$ cat src/rtl/bloco_controle_pkg.sv
// +--------------------------------------------------------------------+
// | bloco_controle_pkg                                                 |
// | State encoding and per-state control words {lx,m0,m1,m2,h,ls,lh}. |
// | Rev 1.0                                                            |
// +--------------------------------------------------------------------+
`default_nettype none

package bloco_controle_pkg;

  typedef enum logic [2:0] {
    ST_IDLE = 3'd0,
    ST_LOAD = 3'd1,
    ST_T1   = 3'd2,
    ST_T2   = 3'd3,
    ST_T3   = 3'd4,
    ST_T4   = 3'd5,
    ST_DONE = 3'd6
  } state_t;

  localparam int unsigned CW_W = 7;

  localparam logic [CW_W-1:0] c_cw_idle = 7'b0000000;
  localparam logic [CW_W-1:0] c_cw_load = 7'b1000000;
  localparam logic [CW_W-1:0] c_cw_t1   = 7'b0000001;  // H <= a*X
  localparam logic [CW_W-1:0] c_cw_t2   = 7'b0110101;  // H <= H+b
  localparam logic [CW_W-1:0] c_cw_t3   = 7'b0100001;  // H <= H*X
  localparam logic [CW_W-1:0] c_cw_t4   = 7'b0111110;  // S <= H+c
  localparam logic [CW_W-1:0] c_cw_done = 7'b0000000;

endpackage

`default_nettype wire

$ cat src/rtl/bloco_controle.sv
// +--------------------------------------------------------------------+
// | bloco_controle                                                     |
// | Moore sequencer for y = a*x^2 + b*x + c on the shared-ALU datapath.|
// | Optional macro BLOCO_CONTROLE_SINGLE_STEP_EN adds a step input.    |
// | Rev 1.0                                                            |
// +--------------------------------------------------------------------+
`default_nettype none

module bloco_controle
  import bloco_controle_pkg::*;
(
  input  logic clock,
  input  logic reset,
  input  logic start,
`ifdef BLOCO_CONTROLE_SINGLE_STEP_EN
  input  logic step,
`endif
  output logic lx,
  output logic m0,
  output logic m1,
  output logic m2,
  output logic h,
  output logic ls,
  output logic lh,
  output logic busy,
  output logic done
);

  state_t          r_state;
  state_t          w_next;
  logic            w_adv;
  logic [CW_W-1:0] w_cw;

`ifdef BLOCO_CONTROLE_SINGLE_STEP_EN
  assign w_adv = step;
`else
  assign w_adv = 1'b1;
`endif

  always_ff @(posedge clock) begin
    if (!reset) r_state <= ST_IDLE;
    else        r_state <= w_next;
  end

  always_comb begin
    w_next = ST_IDLE;
    case (r_state)
      ST_IDLE: w_next = start ? ST_LOAD : ST_IDLE;
      ST_LOAD: w_next = w_adv ? ST_T1   : ST_LOAD;
      ST_T1:   w_next = w_adv ? ST_T2   : ST_T1;
      ST_T2:   w_next = w_adv ? ST_T3   : ST_T2;
      ST_T3:   w_next = w_adv ? ST_T4   : ST_T3;
      ST_T4:   w_next = w_adv ? ST_DONE : ST_T4;
      ST_DONE: w_next = w_adv ? ST_IDLE : ST_DONE;
      default: w_next = ST_IDLE;
    endcase
  end

  // Unused encodings decode to an all-zero word and fall back to IDLE.
  always_comb begin
    w_cw = c_cw_idle;
    busy = 1'b0;
    done = 1'b0;
    case (r_state)
      ST_LOAD: begin w_cw = c_cw_load; busy = 1'b1; end
      ST_T1:   begin w_cw = c_cw_t1;   busy = 1'b1; end
      ST_T2:   begin w_cw = c_cw_t2;   busy = 1'b1; end
      ST_T3:   begin w_cw = c_cw_t3;   busy = 1'b1; end
      ST_T4:   begin w_cw = c_cw_t4;   busy = 1'b1; end
      ST_DONE: begin w_cw = c_cw_done; busy = 1'b1; done = 1'b1; end
      default: begin w_cw = c_cw_idle; busy = 1'b0; done = 1'b0; end
    endcase
  end

  assign {lx, m0, m1, m2, h, ls, lh} = w_cw;

endmodule

`default_nettype wire

$ cat config.mk
export PLATFORM = sky130hd
export DESIGN_NAME = bloco_controle
export DESIGN_NICKNAME = d
export VERILOG_FILES = /design/src/rtl/bloco_controle_pkg.sv /design/src/rtl/bloco_controle.sv
export SDC_FILE = /design/constraint.sdc
export NUM_CORES = 1
export LEC_CHECK = 0
export BUFFER_PORTS_ARGS = -buffer_cell sky130_fd_sc_hd__clkbuf_2
export CORE_AREA = 2 2 39 41
export CTS_BUF_LIST = sky130_fd_sc_hd__clkbuf_16
export DETAILED_ROUTE_END_ITERATION = 8
export DIE_AREA = 0 0 41 43
export GPL_TIMING_DRIVEN = 0
export PLACE_DENSITY_LB_ADDON = 0.3
export SYNTH_ARGS = -nofsm -noshare
export SYNTH_HDL_FRONTEND = slang
export SYNTH_SLANG_ARGS = --single-unit
$ cat constraint.sdc
create_clock -name clock -period 3.15 [get_ports clock]
set_clock_uncertainty 0.05 [all_clocks]
set_input_delay 0.63 -clock clock [delete_from_list [all_inputs] [get_ports clock]]
set_output_delay 0.63 -clock clock [all_outputs]
set_load 0.01 [all_outputs]
# ---- Word level (Yosys, flattened, before mapping)
# Index checks and enable logic that the tools add are counted.
dict set report classes {
  eq_ne 6
  n_mux 5
  reduce_logical 2
}
# operator n
set ops {}
lappend ops {{$pmux 7 s5} 1}
lappend ops {{$pmux 3 s6} 1}
lappend ops {{$eq 3x3->1 const B} 3}
lappend ops {{$eq 3x2->1 const B} 2}
lappend ops {{$reduce_or 6->1} 1}
lappend ops {{$eq 3x1->1 const B} 1}
lappend ops {{$logic_not 3->1} 1}
lappend ops {{$mux 1} 3}
dict set report word_totals {
  reg_bits 3
  input_bits 3
  output_inout_bits 9
}

# ---- Depth between registers and ports, before layout
# Gate-level depths: netlist of the first run.
dict set report depth {
  word_depth 3
  ltp_mapped 4
  ltp_nobuf 2
}

# ---- Worst setup path after synthesis of the first run
# OpenSTA, ideal clock, no wires.
dict set report synth_timing {
  kind {flip-flop to output port}
  start {register r_state[1]}
  end {output port m1}
  arrival_time_ns 0.924
  setup_slack_ns 1.546
  stages_incl_launch_ff 5
  path_buffers 2
  cell_sequence {dfxtp_1 buf_4 nor2b_1 o21a_1 buf_4}
}
dict set report synth_between {
  elab_chain_len 2
}
# item line
set synth_lines {}
lappend synth_lines {{from (decl)} bloco_controle.sv:29} ;# state_t r_state;
lappend synth_lines {{from (signal assigned)} bloco_controle.sv:42} ;# else r_state <= w_next;
lappend synth_lines {{$eq 3x3->1, or another cell as far along} bloco_controle.sv:64} ;# case (r_state)
lappend synth_lines {{$pmux 7 s5 *} bloco_controle.sv:64}
lappend synth_lines {{to (decl)} bloco_controle.sv:20} ;# output logic m1,
# Every way passes the cells marked *; elsewhere a longest branch is shown, timed or not.

# ---- Worst setup path after layout of the first run
dict set report layout_timing {
  start {register r_state[2]}
  end {output port m1}
}
# Same word-level chain as after synthesis.

==> impl_metrics.ini, run 1 <==
[hold_path]
hp-class = flip-flop to flip-flop
hold_depth = 3

[finish]
fin_cells = 59
reg_top3 = r_state: 3 flops
mostFrequentLayoutCell = clkbuf_2
num-nets-final = 47
n_fill_cell = 153
largest_register_ffs = 3
syn2layout_area_growth_pct = 67.6
final_cell_mix = clkbuf_2 (11), buf_4 (3), nand2b_1 (3), clkbuf_16 (3), dfxtp_1 (3)
top_register = r_state
final-seq-area_um2 = 60.1
multiInputGateArea_um2 = 136
drive_gt1_frac = 0.512
stdcell_area_um2 = 382
antenna_cells = 0

[power]
power_density_nw_per_um2 = 727
ir_worst_vdd_mv = 0.413
p_leak_nw = 0.192
p_total_mw = 0.278

[timing]
fmax_mhz = 516
layout_min_cycle_time_ps = 1940
fin_tns_setup_ps = 0
slew_viol_final = 0
hold_violations = 0
slew_headroom = 0.824
finalCritPeriodShare = 0.615
setup_viol = 0
worst_pin_slew_ps = 263
rsz0062_at_grt = no

[global_route]
grt_first_pass_wirelength_um = 759
grtUsageTotal = 0.0691
grt_pass1_vias = 196
grt_max_degree = 11
antenna_found_initial = 0
gr-total-overflow = 0

[critical_path]
worstSetupPathType = flip-flop to output port
cp_slowest_cell = dfxtp_1
path_depth = 4
required_ps = 2470
endpoint_kind = output port
cp_num_buf_inv = 2
reg2reg_depth = 2
cpPeakStageDelay_ps = 450
path_max_fanout = 9
cp_cell_sequence = nor2b_4 > o21a_1 > buf_4 > clkbuf_2
cp.arrival_ps = 1260
start_kind = flip-flop
cp_top_family = flip-flops

[die]
die_area_um2 = 1760
io_pins = 12
fp.dieW_um = 41
die_h_um = 43
fp-row-count = 14
initial_core_util = 0.165
core_um2 = 1380

[route]
drcViolationCount = 0
wire_per_inst_um = 8.12
drt.antenna.violating_nets = 0
drt-total-wl_um = 479
via_per_inst = 3.64
vias = 215
firstDrtPassIters = 1
drtIter0Drc = 0

[clock_network]
cts_num_sinks = 3
cts_max_level = 1
clkTransAtPathRegs_ps = 30
cts-buffers-inserted = 3
clock_latency_ps = 220
cts.repair.resized = 0
cts-hold-fix-buffers = 0
cts_tree = yes
clk_path_buf_depth = 2
post_cts_buffers = 0
clockRootBuffer = clkbuf_16

[yosys]
synth.distinct_cells = 21
synth_mux_area_frac = 0
synth_adder_area_share = 0
avgSynthCellArea_um2 = 8.13
ys_warn_count = 0
synth_seq_cells = 3
synth_top_family_by_area = simple AND/OR/NAND/NOR gates
synth_nets = 31
synth-simple-area-share = 0.429
syn-cell-area_um2 = 228
synth_cells = 28
yosysSeqAreaShare = 0.264
synth-compound-area-share = 0.170
synth_xor_area_frac = 0

[status]
status = complete, no violations

[place]
place_hpwl_um = 353
place.gp.congestion = 0.657
io_buffers = 11
place_area_um2 = 303
placed_cells = 55

[job]
timing.max_cap.violations = 0
## tightest hold or removal path, cell delays in order (launching register included)
cell and delay (ps):
dfxtp_1 280, buf_2 160, nand2_1 70, o2bb2ai_1 50
## power breakdown
part / internal (mW) / switching [mW]
Combinational: 0.0183 / 0.0222
Sequential: 0.0415 / 0.00157
Clock: 0.163 / 0.0306
Total: 0.223 / 0.0544
## path summary, 6_finish.rpt
path	startpoint	endpoint	slack, ps
max reg2reg	r_state[2]$_SDFF_PN0_	r_state[2]$_SDFF_PN0_	2250
min reg2reg	r_state[0]$_SDFF_PN0_	r_state[2]$_SDFF_PN0_	570
min	r_state[0]$_SDFF_PN0_	r_state[2]$_SDFF_PN0_	570
max	r_state[2]$_SDFF_PN0_	m1	1210
## cell type report
cell class	instances	share of cell area
flip-flops and latches	3	0.157
repair buffers	11	0.144
clock buffers	3	0.197
well taps	16	0.0525
plain buffers	4	0.0721
multi-input cells	20	0.357
inverters	1	0.00984
clock inverters	1	0.00984
## cells in the mapped netlist
master / count / area share
nand2b_1: 3 / 0.082
nor2_1: 1 / 0.016
and2_4: 1 / 0.038
dfxtp_1: 3 / 0.26
nor2b_4: 1 / 0.060
inv_1: 1 / 0.016
nand2_1: 1 / 0.016
nor3b_1: 1 / 0.033
buf_2: 1 / 0.022
o2bb2ai_1: 1 / 0.038
a21oi_1: 1 / 0.022
a21o_1: 1 / 0.033
nand3b_1: 1 / 0.033
o21ai_0: 1 / 0.022
nor2b_1: 1 / 0.027
and3_2: 1 / 0.033
nor3_2: 1 / 0.044
o21ai_1: 1 / 0.022
o21a_1: 1 / 0.033
nor3_1: 2 / 0.044
buf_4: 3 / 0.099
## stage by stage
| stage | util | setup slack (ps) | hold slack [ps] |
|---|---|---|---|
| floorplan | - | 1550 | 519 |
| global placement | 0.219 | 1440 | 559 |
| detailed placement | 0.219 | 1430 | 560 |
| CTS | 0.276 | 1190 | 566 |
| global route | 0.276 | 1130 | 600 |
| finish | 0.276 | 1210 | 565 |
## per-layer routing
metal	global-route usage	share of wire	vias to the layer above
met5	0	0	-
met2	0.0813	0.38	9
li1	-	-	123
met1	0.0799	0.55	83
met3	0.0628	0.071	0
met4	0.0400	0	0
## kinds of logic (layout without fill, tap and decap cells)
kind of cell,Yosys count,after routing
AOI/OAI and AO/OA,6,6
buffers and inverters,5,20
DFF,3,3
and+or+nand+nor,14,14
No activity file was read; power rests on OpenSTA's default activity.
==> run 2: changes to the inputs <==
clock period = 1.7 ns   (was 3.15 ns; I/O delays follow)
==> run 2 against run 1 <==
Die area did not move; sequential share of layout area increased by 0.28 points; via count down 1.4%; wire length rose by 2.1%; first-iteration DRC count did not move; flip-flop and latch count did not move; non-clock buffer count stayed put; register-to-register slack worse by 1500 ps; power increased by 86%; clock-buffer cell count unchanged; cell area increased by 0.33%; final cell count stayed put.
==> impl_metrics.ini, run 2 (synthesis gave the netlist of run 1 again) <==
[global_route]
grt_pass1_vias = 196
grtUsageTotal = 0.0691
antenna_found_initial = 0
gr-total-overflow = 0
grt_first_pass_wirelength_um = 759
grt_max_degree = 11

[critical_path]
required_ps = 1310
cp_num_buf_inv = 3
r2r_setup_slack_ps = 800
path_max_fanout = 10
reg2reg_from = r_state[1]$_SDFF_PN0_
cp_cell_sequence = buf_4 > nor2b_1 > o21a_1 > buf_4 > clkbuf_2
worstSetupPathType = flip-flop to output port
reg2reg_depth = 3
r2r_end = r_state[0]$_SDFF_PN0_
startpoint = r_state[1]$_SDFF_PN0_
endpoint_kind = output port
cp_slowest_cell = dfxtp_1
cpPeakStageDelay_ps = 280
cp_top_family = buffers and inverters
cp.arrival_ps = 1230
crit_path_frequent_cell = buf_4
start_kind = flip-flop

[finish]
largest_register_ffs = 3
drive_gt1_frac = 0.535
top_register = r_state
final_cell_mix = clkbuf_2 (11), buf_4 (3), nand2b_1 (3), clkbuf_16 (3)
stdcell_area_um2 = 383
num-nets-final = 47
reg_top3 = r_state: 3 flops
mostFrequentLayoutCell = clkbuf_2
syn2layout_area_growth_pct = 68.1
antenna_cells = 0

[route]
wire_per_inst_um = 8.29
via_per_inst = 3.59
firstDrtPassIters = 1
drt-total-wl_um = 489
drcViolationCount = 0
drtIter0Drc = 0
vias = 212
drt.antenna.violating_nets = 0

[power]
switching_share = 0.197
p_clk_frac = 0.699
p_leak_nw = 0.192
power_switching_mw = 0.101
p_seq_frac = 0.155
power_frac_comb = 0.146
ir_worst_vdd_mv = 0.704
p_int_mw = 0.414
power_density_nw_per_um2 = 1350

[place]
place.gp.congestion = 0.657
place_area_um2 = 303
place_hpwl_um = 353
io_buffers = 11

[timing]
hold_violations = 0
slew_viol_final = 0
rsz0062_at_grt = no
worst_pin_slew_ps = 236
layout_min_cycle_time_ps = 1620
fin_tns_setup_ps = 0
slew_headroom = 0.842
fmax_mhz = 617
finalCritPeriodShare = 0.953
setup_viol = 0

[die]
initial_core_util = 0.165
core_um2 = 1380
fp.dieW_um = 41
die_h_um = 43
die_area_um2 = 1760
fp-row-count = 14
io_pins = 12

[clock_network]
cts_num_sinks = 3
clk_path_buf_depth = 2
clkTransAtPathRegs_ps = 30
clock_latency_ps = 220
cts-buffers-inserted = 3
cts_tree = yes
post_cts_buffers = 0
clockRootBuffer = clkbuf_16
cts_max_level = 1

[hold_path]
hold_depth = 3
min_to = r_state[0]$_SDFF_PN0_
hp-class = input pin to flip-flop
hp-start = start

[status]
status = complete, no violations

[job]
timing.max_cap.violations = 0
==> run 2: cell counts in the layout (fill, tap and decap cells not counted) <==
Identical to the previous run, type by type.
==> run 2: how the worst max path moves through the flow <==
stage               depth (start not counted)  endpoint  slack (ps)
floorplan                                   4        m1         390
global placement                            4        m1         280
detailed placement                          4        m1         270
CTS                                         4        m1          30
global route                                5        m1          10
finish                                      5        m1          80
==> run 2: power groups by stage <==
| stage | clock [mW] | sequential, mW | combinational, mW |
|---|---|---|---|
| 4_1_cts | 0.367 | 0.0798 | 0.0765 |
| 3_5_place_dp | 0 | 0.0807 | 0.0761 |
| 6_report | 0.360 | 0.0800 | 0.0752 |
| 5_1_grt | 0.381 | 0.0805 | 0.0838 |
| 2_1_floorplan | 0 | 0.0801 | 0.0526 |
| 3_3_place_gp | 0 | 0.0808 | 0.0753 |
==> run 2: stage by stage <==
stage | power, mW | util | hold slack, ps | setup WS, ps | instances
after global routing | 0.546 | 0.277 | 323 | 9.75 | 59
final | 0.515 | 0.277 | 313 | 79.1 | 59
after global placement | 0.156 | 0.219 | 538 | 278 | 55
after CTS | 0.524 | 0.276 | 311 | 31.8 | 59
after detailed placement | 0.157 | 0.219 | 539 | 274 | 55
after floorplan | 0.133 | - | 407 | 386 | 28
==> run 2: cell type report <==
class	instances	area (µm²)
buffer	4	27.5
clock buffer	3	75.1
clock inverter	1	3.75
fill	152	1000
inverter	1	3.75
multi-input combinational	20	136
sequential	3	61.3
tap	16	20.0
timing repair buffer	11	55.1
==> run 2: worst min-delay path, cell delays in order <==
cell      delay [ps]
clkbuf_2          70
nor3_1            40
nor3_2            80
==> run 2: metal layers <==
metal | vias to the layer above | share of wire | GRT usage
met5 | - | 0 | 0
li1 | 123 | - | -
met3 | 0 | 0.070 | 0.0628
met2 | 9 | 0.38 | 0.0813
met1 | 80 | 0.54 | 0.0799
met4 | 0 | 0 | 0.0400
==> run 2: timing repair <==
| action | in CTS | in global routing |
|---|---|---|
| hold buffers | 0 | 0 |
| setup endpoints to repair | 0 | 1 |
| gates resized for setup | 0 | 1 |
==> run 3: changes to the inputs <==
ABC_AREA = 1   (was default)
==> run 3 against run 2 <==
First-iteration DRC count unchanged; power rose by 3.1%; synthesized cell count is 11% higher; largest power group unchanged; critical path type unchanged; combinational power down 1%; die area did not move; flip-flop and latch count did not move; cell area down 7.2%.
==> impl_metrics.ini, run 3 <==
[place]
place_hpwl_um = 376
place.gp.congestion = 0.639
io_buffers = 11
placed_cells = 58

[clock_network]
clock_latency_ps = 220
cts_num_sinks = 3
cts-hold-fix-buffers = 0
clkTransAtPathRegs_ps = 30
cts.repair.resized = 0
cts_max_level = 1
clk_path_buf_depth = 2
clockRootBuffer = clkbuf_16
cts_tree = yes
post_cts_buffers = 0
cts-buffers-inserted = 3

[global_route]
grtUsageTotal = 0.0661
grt_max_degree = 8
grt_first_pass_wirelength_um = 710
gr-total-overflow = 0
grt_pass1_vias = 206
antenna_found_initial = 0

[route]
firstDrtPassIters = 1
vias = 223
drt-total-wl_um = 486
drtIter0Drc = 0
wire_per_inst_um = 7.84
drt.antenna.violating_nets = 0
via_per_inst = 3.60
drcViolationCount = 0

[power]
p_clk_frac = 0.690
p_seq_frac = 0.170
power_switching_mw = 0.117
switching_share = 0.220
p_total_mw = 0.531
p_int_mw = 0.414
ir_worst_vdd_mv = 0.433
power_density_nw_per_um2 = 1500
p_leak_nw = 0.217
power_frac_comb = 0.140

[critical_path]
endpoint_kind = output port
required_ps = 1310
crit_end = m1
reg2reg_depth = 4
r2r_setup_slack_ps = 770
startpoint = r_state[2]$_SDFF_PN0_
start_kind = flip-flop
cp.arrival_ps = 1220
reg2reg_from = r_state[0]$_SDFF_PN0_
r2r_end = r_state[0]$_SDFF_PN0_
path_max_fanout = 6
worstSetupPathType = flip-flop to output port

[timing]
slew_viol_final = 0
fin_tns_setup_ps = 0
layout_min_cycle_time_ps = 1610
slew_headroom = 0.845
fmax_mhz = 619
rsz0062_at_grt = no
finalCritPeriodShare = 0.950
whs_ps = 272
worst_pin_slew_ps = 232
setup_viol = 0
hold_violations = 0

[die]
initial_core_util = 0.146
io_pins = 12
core_um2 = 1380
die_area_um2 = 1760
fp.dieW_um = 41
die_h_um = 43
fp-row-count = 14

[yosys]
syn-cell-area_um2 = 201
ys_warn_count = 0
async_flop_share = 0
synth_largest_area_cell = dfxtp_1
synthTopCellsByArea = dfxtp_1 (30%), nand2_1 (17%), nand3_1 (9.9%)
yosysSeqAreaShare = 0.298
synthTopCellsByCount = nand2_1 (9), inv_1 (5), nand3_1 (4)
synth_cells = 31
synth_top_area_share = 0.298
synth.distinct_cells = 13
synth_seq_cells = 3
ys.flop_type = dfxtp_1
synth-edff-count = 0
synth_nets = 34
avgSynthCellArea_um2 = 6.50
synth_most_common_cell = nand2_1

[finish]
antenna_cells = 0
multiInputGateArea_um2 = 104
syn2layout_area_growth_pct = 76.4
drive_gt1_frac = 0.457
top_register = r_state
n_fill_cell = 163
final-seq-area_um2 = 60.1
num-nets-final = 50
fin_cells = 62
largest_register_ffs = 3
final_cell_mix = clkbuf_2 (11), nand2_1 (9), inv_1 (6)
mostFrequentLayoutCell = clkbuf_2
reg_top3 = r_state: 3 flops

[job]
timing.max_cap.violations = 0

[hold_path]
hp-class = input pin to flip-flop

[status]
status = complete, no violations
[run 3: layout make-up]
type | count | share of cell area
Clock buffer | 3 | 0.211
Tap cell | 16 | 0.0563
Sequential cell | 3 | 0.169
Buffer | 2 | 0.0423
Multi-Input combinational cell | 20 | 0.292
Timing Repair Buffer | 11 | 0.155
Clock inverter | 1 | 0.0106
Inverter | 6 | 0.0634
[run 3: worst min path at each step]
stage / start / end / slack (ps) / cells past startpoint
3_3_place_gp: reset / r_state[0]$_SDFF_PN0_ / 490 / 3
2_1_floorplan: reset / r_state[0]$_SDFF_PN0_ / 390 / 2
5_1_grt: reset / r_state[0]$_SDFF_PN0_ / 290 / 3
6_report: reset / r_state[0]$_SDFF_PN0_ / 270 / 3
3_5_place_dp: reset / r_state[0]$_SDFF_PN0_ / 500 / 3
4_1_cts: reset / r_state[0]$_SDFF_PN0_ / 270 / 3
[run 3: through the flow]
stage	util	setup slack, ps	area [µm²]
finish	0.257	85.6	355
global placement	0.200	310	277
global route	0.257	18.9	355
floorplan	-	448	201
detailed placement	0.200	314	277
CTS	0.257	70.3	355
[run 3: logic make-up after synthesis]
kind of cell | count (synthesis) | share of synthesized area
buffers and inverters | 8 | 0.186
DFF | 3 | 0.298
and+or+nand+nor | 18 | 0.447
AOI/OAI and AO/OA | 2 | 0.0683
[run 3: power by group through the flow]
stage / Clock [mW] / Sequential, mW / Combinational (mW)
global route: 0.382 / 0.0923 / 0.0832
detailed placement: 0 / 0.0910 / 0.0764
global placement: 0 / 0.0907 / 0.0759
CTS: 0.377 / 0.0903 / 0.0767
floorplan: 0 / 0.0886 / 0.0515
finish: 0.367 / 0.0902 / 0.0744
[run 3: worst max-delay path: stages, from the launching register on]
cell	delay [ps]
dfxtp_1	420
inv_2	90
nand3_1	160
nand2_1	90
buf_4	130
clkbuf_2	110
[run 3: metal layers]
metal	part of all wire	track usage
met5	0	0
met4	0	0.0800
met3	0.060	0.0314
met2	0.55	0.0906
met1	0.40	0.0607
